File: src/rtl/muldiv_unit_pkg.sv
// Op and state encodings shared by the MIPS32 multiply/divide engine and its bench.
// Pure declarations; no latency or flow control of its own.
package muldiv_unit_pkg;

  localparam int DATALENGTH = 32;

  localparam logic [2:0] MULDIV_OP_MULT  = 3'b000;
  localparam logic [2:0] MULDIV_OP_MULTU = 3'b001;
  localparam logic [2:0] MULDIV_OP_DIV   = 3'b010;
  localparam logic [2:0] MULDIV_OP_DIVU  = 3'b011;
  localparam logic [2:0] MULDIV_OP_MADD  = 3'b100;
  localparam logic [2:0] MULDIV_OP_MADDU = 3'b101;
  localparam logic [2:0] MULDIV_OP_MSUB  = 3'b110;
  localparam logic [2:0] MULDIV_OP_MSUBU = 3'b111;

  typedef enum logic [1:0] {
    ST_IDLE = 2'd0,
    ST_MUL  = 2'd1,
    ST_DIV  = 2'd2,
    ST_DONE = 2'd3
  } state_t;

  function automatic logic op_is_div(input logic [2:0] op);
    return (op == MULDIV_OP_DIV) || (op == MULDIV_OP_DIVU);
  endfunction

  function automatic logic op_is_signed(input logic [2:0] op);
    return (op == MULDIV_OP_MULT) || (op == MULDIV_OP_DIV) ||
           (op == MULDIV_OP_MADD) || (op == MULDIV_OP_MSUB);
  endfunction

  function automatic logic op_is_mac(input logic [2:0] op);
    return (op == MULDIV_OP_MADD) || (op == MULDIV_OP_MADDU) ||
           (op == MULDIV_OP_MSUB) || (op == MULDIV_OP_MSUBU);
  endfunction

  function automatic logic op_is_sub(input logic [2:0] op);
    return (op == MULDIV_OP_MSUB) || (op == MULDIV_OP_MSUBU);
  endfunction

endpackage

File: src/rtl/muldiv_unit_if.sv
// Execute-stage request/result bundle between the issue logic (master) and muldiv_unit (slave).
// No state; issue logic stalls HI/LO readers on start || busy.
interface muldiv_unit_if;
  import muldiv_unit_pkg::*;

  logic                  start;
  logic [2:0]            op;
  logic [DATALENGTH-1:0] src_a;
  logic [DATALENGTH-1:0] src_b;
  logic [DATALENGTH-1:0] hi_acc;
  logic [DATALENGTH-1:0] lo_acc;
  logic                  cancel;
  logic                  busy;
  logic                  writeHi;
  logic                  writeLo;
  logic [DATALENGTH-1:0] hi_data_out;
  logic [DATALENGTH-1:0] lo_data_out;

  modport master (
    output start, op, src_a, src_b, hi_acc, lo_acc, cancel,
    input  busy, writeHi, writeLo, hi_data_out, lo_data_out
  );

  modport slave (
    input  start, op, src_a, src_b, hi_acc, lo_acc, cancel,
    output busy, writeHi, writeLo, hi_data_out, lo_data_out
  );

endinterface

File: src/rtl/muldiv_unit_div_iter.sv
// Restoring radix-2 divider on unsigned magnitudes, one quotient bit per step.
// Latency DIV_ITERS steps after load; advances only while step is high, done flags the final step.
module muldiv_unit_div_iter
  import muldiv_unit_pkg::*;
#(
  parameter int DIV_ITERS = 32
) (
  input  logic                  clock,
  input  logic                  reset,
  input  logic                  load,
  input  logic                  step,
  input  logic [DATALENGTH-1:0] dividend,
  input  logic [DATALENGTH-1:0] divisor,
  output logic                  done,
  output logic [DATALENGTH-1:0] quotient,
  output logic [DATALENGTH-1:0] remainder
);

  localparam int CW = $clog2(DIV_ITERS + 1);

  logic [DATALENGTH-1:0] rem_q;
  logic [DATALENGTH-1:0] quo_q;
  logic [DATALENGTH-1:0] dvs_q;
  logic [CW-1:0]         cnt_q;
  logic [DATALENGTH:0]   partial;
  logic [DATALENGTH:0]   trial;

  // quotient/remainder are the values this step will commit, so the parent
  // can capture the final result on the same edge the last bit lands.
  always_comb begin
    partial   = {rem_q, quo_q[DATALENGTH-1]};
    trial     = partial - {1'b0, dvs_q};
    remainder = partial[DATALENGTH-1:0];
    quotient  = {quo_q[DATALENGTH-2:0], 1'b0};
    if (!trial[DATALENGTH]) begin
      remainder = trial[DATALENGTH-1:0];
      quotient  = {quo_q[DATALENGTH-2:0], 1'b1};
    end
  end

  assign done = step && (cnt_q == CW'(DIV_ITERS - 1));

  always_ff @(posedge clock) begin
    if (reset) begin
      rem_q <= '0;
      quo_q <= '0;
      dvs_q <= '0;
      cnt_q <= '0;
    end else if (load) begin
      rem_q <= '0;
      quo_q <= dividend;
      dvs_q <= divisor;
      cnt_q <= '0;
    end else if (step) begin
      rem_q <= remainder;
      quo_q <= quotient;
      cnt_q <= cnt_q + 1'b1;
    end
  end

endmodule

File: src/rtl/muldiv_unit.sv
// MIPS32 HI/LO multiply/divide engine; strobes at T+2 (mul), T+33 (div), T+1 (div by zero).
// One op at a time: start ignored while busy; cancel aborts silently. MULDIV_MADD_EN enables MADD/MSUB.
module muldiv_unit
  import muldiv_unit_pkg::*;
#(
  parameter int DIV_ITERS = 32
) (
  input logic          clock,
  input logic          reset,
  muldiv_unit_if.slave bus
);

  state_t                state_q, state_d;
  logic [2:0]            op_q;
  logic [DATALENGTH-1:0] a_q, b_q;
  logic                  quo_neg_q, rem_neg_q;
  logic [63:0]           res_q;

  logic                  div_load, div_step, div_done;
  logic [DATALENGTH-1:0] div_quo, div_rem;

  logic                  in_signed;
  logic [DATALENGTH-1:0] a_mag, b_mag;
  logic [63:0]           a_ext, b_ext, product, mul_result;
  logic [DATALENGTH-1:0] quo_fix, rem_fix;

  assign in_signed = op_is_signed(bus.op);
  assign a_mag     = (in_signed && bus.src_a[DATALENGTH-1]) ? -bus.src_a : bus.src_a;
  assign b_mag     = (in_signed && bus.src_b[DATALENGTH-1]) ? -bus.src_b : bus.src_b;

  // Mod-2^64 product of sign/zero-extended operands equals the signed product.
  assign a_ext   = op_is_signed(op_q) ? {{32{a_q[DATALENGTH-1]}}, a_q} : {32'd0, a_q};
  assign b_ext   = op_is_signed(op_q) ? {{32{b_q[DATALENGTH-1]}}, b_q} : {32'd0, b_q};
  assign product = a_ext * b_ext;

`ifdef MULDIV_MADD_EN
  logic [63:0] acc_q;

  always_ff @(posedge clock) begin
    if (reset) begin
      acc_q <= '0;
    end else if (state_q == ST_IDLE && bus.start && !bus.cancel) begin
      acc_q <= {bus.hi_acc, bus.lo_acc};
    end
  end

  assign mul_result = !op_is_mac(op_q) ? product :
                      op_is_sub(op_q)  ? acc_q - product : acc_q + product;
`else
  logic unused_acc;
  assign unused_acc = ^{bus.hi_acc, bus.lo_acc};
  assign mul_result = product;
`endif

  assign quo_fix = quo_neg_q ? -div_quo : div_quo;
  assign rem_fix = rem_neg_q ? -div_rem : div_rem;

  muldiv_unit_div_iter #(
    .DIV_ITERS (DIV_ITERS)
  ) u_div_iter (
    .clock     (clock),
    .reset     (reset),
    .load      (div_load),
    .step      (div_step),
    .dividend  (a_mag),
    .divisor   (b_mag),
    .done      (div_done),
    .quotient  (div_quo),
    .remainder (div_rem)
  );

  always_ff @(posedge clock) begin
    if (reset) begin
      state_q <= ST_IDLE;
    end else begin
      state_q <= state_d;
    end
  end

  always_comb begin
    state_d  = state_q;
    div_load = 1'b0;
    div_step = 1'b0;
    unique case (state_q)
      ST_IDLE: begin
        if (bus.start) begin
          if (!op_is_div(bus.op)) begin
            state_d = ST_MUL;
          end else if (bus.src_b == '0) begin
            state_d = ST_DONE;
          end else begin
            state_d  = ST_DIV;
            div_load = 1'b1;
          end
        end
      end
      ST_MUL:  state_d = ST_DONE;
      ST_DIV: begin
        div_step = 1'b1;
        if (div_done) state_d = ST_DONE;
      end
      ST_DONE: state_d = ST_IDLE;
      default: state_d = ST_IDLE;
    endcase
    if (bus.cancel) begin
      state_d  = ST_IDLE;
      div_load = 1'b0;
      div_step = 1'b0;
    end
  end

  always_ff @(posedge clock) begin
    if (reset) begin
      op_q      <= '0;
      a_q       <= '0;
      b_q       <= '0;
      quo_neg_q <= 1'b0;
      rem_neg_q <= 1'b0;
      res_q     <= '0;
    end else if (!bus.cancel) begin
      case (state_q)
        ST_IDLE: begin
          if (bus.start) begin
            op_q      <= bus.op;
            a_q       <= bus.src_a;
            b_q       <= bus.src_b;
            quo_neg_q <= in_signed && (bus.src_a[DATALENGTH-1] ^ bus.src_b[DATALENGTH-1]);
            rem_neg_q <= in_signed && bus.src_a[DATALENGTH-1];
            if (op_is_div(bus.op) && bus.src_b == '0) begin
              res_q <= {bus.src_a, {DATALENGTH{1'b1}}};
            end
          end
        end
        ST_MUL: res_q <= mul_result;
        ST_DIV: begin
          if (div_done) res_q <= {rem_fix, quo_fix};
        end
        default: ;
      endcase
    end
  end

  assign bus.busy        = (state_q != ST_IDLE);
  assign bus.writeHi     = (state_q == ST_DONE) && !bus.cancel;
  assign bus.writeLo     = (state_q == ST_DONE) && !bus.cancel;
  assign bus.hi_data_out = res_q[63:32];
  assign bus.lo_data_out = res_q[31:0];

endmodule

File: src/flat_wrapper.sv
// flat-port wrapper written by rule: the top's interface ports become plain ports
module muldiv_unit_flat import muldiv_unit_pkg::*;
#(
  parameter int DIV_ITERS = 32
)
  (clock, reset, bus_start, bus_op, bus_src_a, bus_src_b, bus_hi_acc, bus_lo_acc, bus_cancel, bus_busy, bus_writeHi, bus_writeLo, bus_hi_data_out, bus_lo_data_out);
  muldiv_unit_if bus_i ();
  input logic clock;
  input logic reset;
  input wire logic [$bits(bus_i.start)-1:0] bus_start;
  input wire logic [$bits(bus_i.op)-1:0] bus_op;
  input wire logic [$bits(bus_i.src_a)-1:0] bus_src_a;
  input wire logic [$bits(bus_i.src_b)-1:0] bus_src_b;
  input wire logic [$bits(bus_i.hi_acc)-1:0] bus_hi_acc;
  input wire logic [$bits(bus_i.lo_acc)-1:0] bus_lo_acc;
  input wire logic [$bits(bus_i.cancel)-1:0] bus_cancel;
  output wire logic [$bits(bus_i.busy)-1:0] bus_busy;
  output wire logic [$bits(bus_i.writeHi)-1:0] bus_writeHi;
  output wire logic [$bits(bus_i.writeLo)-1:0] bus_writeLo;
  output wire logic [$bits(bus_i.hi_data_out)-1:0] bus_hi_data_out;
  output wire logic [$bits(bus_i.lo_data_out)-1:0] bus_lo_data_out;
  assign bus_i.start = bus_start;
  assign bus_i.op = bus_op;
  assign bus_i.src_a = bus_src_a;
  assign bus_i.src_b = bus_src_b;
  assign bus_i.hi_acc = bus_hi_acc;
  assign bus_i.lo_acc = bus_lo_acc;
  assign bus_i.cancel = bus_cancel;
  assign bus_busy = bus_i.busy;
  assign bus_writeHi = bus_i.writeHi;
  assign bus_writeLo = bus_i.writeLo;
  assign bus_hi_data_out = bus_i.hi_data_out;
  assign bus_lo_data_out = bus_i.lo_data_out;
  muldiv_unit #(.DIV_ITERS(DIV_ITERS)) u_core (.clock(clock), .reset(reset), .bus(bus_i));
endmodule
File: config.mk
export PLATFORM = sky130hd
export DESIGN_NAME = muldiv_unit_flat
export DESIGN_NICKNAME = d
export VERILOG_FILES = /design/src/rtl/muldiv_unit_pkg.sv /design/src/rtl/muldiv_unit_if.sv /design/src/rtl/muldiv_unit_div_iter.sv /design/src/rtl/muldiv_unit.sv /design/src/flat_wrapper.sv
export SDC_FILE = /design/constraint.sdc
export NUM_CORES = 2
export LEC_CHECK = 0
export ABC_AREA = 1
export CORE_MARGIN = 8
export CORE_UTILIZATION = 55
export CTS_CLUSTER_DIAMETER = 80
export CTS_CLUSTER_SIZE = 10
export DETAILED_ROUTE_END_ITERATION = 10
export PLACE_DENSITY = 0.71
export SETUP_SLACK_MARGIN = 0.05
export SLEW_MARGIN = 20
export SYNTH_ARGS = -nofsm -noshare
export SYNTH_HDL_FRONTEND = slang
export SYNTH_SLANG_ARGS = --single-unit
File: constraint.sdc
create_clock -name clock -period 10.6 [get_ports clock]
set_clock_uncertainty 0.15 [all_clocks]
set_input_delay 2.65 -clock clock [delete_from_list [all_inputs] [get_ports clock]]
set_output_delay 2.65 -clock clock [all_outputs]
set_load 0.01 [all_outputs]
==> flow_summary.json <==
{
  "ant_nets": 0,
  "synth.avg_cell_area_um2": 7.689,
  "cp_max_fo": 24,
  "synthFlopType": "dfxtp_1",
  "drc": 0,
  "hold_path_depth": 2,
  "cts_sinks": 235,
  "drv_cap": 0,
  "drv_slew": 0,
  "rsz0062_at_grt": "false",
  "initialDrtViolationCount": 5187,
  "slew_headroom": 0.3288,
  "cp_data_arrival_time_ps": 10370,
  "clkPwrFrac": 0.105,
  "die_h_um": 358.0,
  "cts_resized": 0,
  "fmax_mhz": 99.34,
  "htreeDepth": 1,
  "max_stage_delay_ps": 650,
  "core_area_um2": 116000,
  "p_leak_nw": 37.62,
  "whs_ps": 314.4,
  "post_cts_buffers": 0,
  "seqPwrFrac": 0.116,
  "hold_buffers": 0,
  "worstSetupPathType": "flop to flop",
  "cts_buffers": 28,
  "grt_max_degree": 100,
  "synth-seq-area-share": 0.07313,
  "power_density_nw_per_um2": 129.9,
  "hold_viol": 0,
  "vias_per_cell": 5.463,
  "period_share": 0.9496,
  "min_period_ps": 10070,
  "r2r_slack_ps": 530,
  "place_ws_ps": 678.3,
  "ys_ff_latch": 235,
  "cts_tree": "built",
  "track_usage": 0.3397,
  "gp_congestion": 0.9944,
  "ys_types": 60,
  "pin_count": 202,
  "cp-end-kind": "flop",
  "pwr-share-comb": 0.779,
  "nNetsFinal": 10203,
  "numPortBuffers": 137,
  "grt_pass1_wl_um": 329700,
  "synthCells": 8366,
  "synth_top_area_frac": 0.4419,
  "grt_pass1_vias": 55548,
  "cts.path.max_buffers": 3,
  "cp.required_ps": 10900,
  "drtPass1Iterations": 6,
  "start_util": 0.5543,
  "power.internal_w": 0.003691,
  "tightest_slew_ps": 1005,
  "switching_share": 0.5823,
  "yosysTopAreaCell": "fa_1",
  "r2r.worst_path.cells": 33,
  "cp_common_cell": "fa_1",
  "wl_per_cell_um": 21.78,
  "gr-total-overflow": 0,
  "antenna_found_initial": 3,
  "finalSetupTns_ps": 0,
  "ir_worst_vdd_v": 0.0002064,
  "clkTransAtPathRegs_ps": 60,
  "layout_setup_ws_ps": 533.8,
  "p_switching_w": 0.005146,
  "drive_gt1_frac": 0.03650,
  "hpwl_um": 179900,
  "setup_viol": 0,
  "synth_nets": 10272,
  "syn_area_um2": 64330,
  "root_buffer": "clkbuf_16",
  "crit_slowest_cell": "fa_1",
  "hold_class": "flop to flop",
  "fill_cells": 10766,
  "diodes": 0,
  "synth-edff-count": 0,
  "rows": 125,
  "yosys-top-cells-count": "inv_1 (2393), nand2_1 (1833), fa_1 (1420), nor2_1 (412), ha_1 (351)",
  "yosysWarnings": 0,
  "vias": 53678,
  "async_reset_ff_frac": 0,
  "wl_um": 214000,
  "design.die.area_um2": 128200,
  "start_kind": "flop",
  "die_width_um": 358.0,
  "clk_latency_ps": 600,
  "areaGrowthSynthToFinish_pct": 5.796,
  "ys_top_cells_by_area": "fa_1 (44%), inv_1 (14%), nand2_1 (11%), dfxtp_1 (7.3%), ha_1 (6.8%)",
  "post-synth-top-count-cell": "inv_1",
  "outcome": "completed"
}
## per-layer routing
metal  up-vias  global-route usage  routed length [um]
li1      23940                   -                   -
met1     26528              0.4389               81050
met2      2602              0.5416               97520
met3       600             0.04772               18330
met4         8              0.2100               17060
met5         -                   0                  51
## layout make-up
cell class              instances  area (um2)  share of cell area
inverters                    2407        9035              0.1328
repair buffers                278        2512             0.03692
clock buffers                  32       747.0             0.01098
well taps                    1524        1907             0.02802
flip-flops and latches        235        4710             0.06920
clock inverters                 2       38.79           0.0005699
multi-input cells            5347       49110              0.7216
## sequential cells by signal, indices dropped and copies added, names as in the netlist
name                     count
u_core.res_q                64
u_core.a_q                  32
u_core.b_q                  32
u_core.u_div_iter.dvs_q     32
u_core.u_div_iter.quo_q     32
u_core.u_div_iter.rem_q     32
u_core.u_div_iter.cnt_q      6
u_core.state_q               2
u_core.op_q                  1
u_core.quo_neg_q             1
u_core.rem_neg_q             1
## logic make-up (layout without fill, tap and decap cells)
kind of cell               count (synthesis)  count (layout)  share of synthesized area
and+or+nand+nor                         2671            2671                     0.1696
xor gates and xnor gates                 118             118                    0.01607
adders and majority gates               1771            1771                     0.5102
AOI/OAI and AO/OA                        787             787                    0.06722
buffers and inverters                   2784            2719                     0.1638
DFF                                      235             235                    0.07313
## placed cells by master, fill, tap and decap left out, types with 6 or more instances in the layout
cell             Yosys  final
o21bai_1            11     11
o21ai_1              9      9
a21oi_1            322    322
buf_12               1      7
nand2_1           1833   1831
nor3_1              40     39
inv_2               11     11
a31oi_1             46     46
nor2_2              12     13
nand2_4             10     10
clkdlybuf4s50_1      0    136
nand3_1            225    225
nand2_2             35     37
nor2_1             412    411
o21ai_0            286    286
o21a_1              11     11
and2_1               6      6
nand3b_1            18     18
fa_1              1420   1420
a21o_1              12     12
or2_2               27     27
o221ai_1            11     11
nand4_1             21     21
dfxtp_1            235    231
o22ai_1             28     28
a22oi_1              6      6
clkbuf_16            0     29
inv_1             2393   2392
xor2_1              72     72
ha_1               351    350
nor4_1              13     12
xnor2_1             46     46
o211ai_1            16     16
nor2_4               7      7
buf_4                6    134
## path summary, 6_finish.rpt
check / from / end
worst max-delay path: u_core.a_q[31] / u_core.res_q[60]
worst min-delay path: u_core.res_q[45] / u_core.res_q[45]
worst max register to register: u_core.a_q[31] / u_core.res_q[60]
worst min register to register: u_core.res_q[45] / u_core.res_q[45]
## critical path, delay by kind of cell (launching register included)
kind	cells	cell delay, ps
AND/OR/NAND/NOR	9	1380
AO/OA/AOI/OAI	4	700
flip-flops	1	630
adder cells (fa/ha/maj)	11	5780
buffers and inverters	9	1280
## power by group through the flow
stage / Combinational, W / Clock (W) / Sequential (W)
detailed placement: 0.00675 / 0 / 0.00104
global placement: 0.00666 / 0 / 0.00103
floorplan: 0.00453 / 0 / 0.000970
global route: 0.00760 / 0.000966 / 0.00102
CTS: 0.00680 / 0.000931 / 0.00102
finish: 0.00688 / 0.000931 / 0.00102
## through the flow
| stage | utilization | cells | cell area (um2) | power [W] |
|---|---|---|---|---|
| floorplan | - | 8366 | 64330 | 0.005498 |
| global placement | 0.5797 | 9791 | 67270 | 0.007700 |
| detailed placement | 0.5797 | 9791 | 67270 | 0.007781 |
| CTS | 0.5865 | 9825 | 68060 | 0.008753 |
| global route | 0.5865 | 9825 | 68060 | 0.009592 |
| finish | 0.5865 | 9825 | 68060 | 0.008838 |
(Power assumes the default switching activity.)
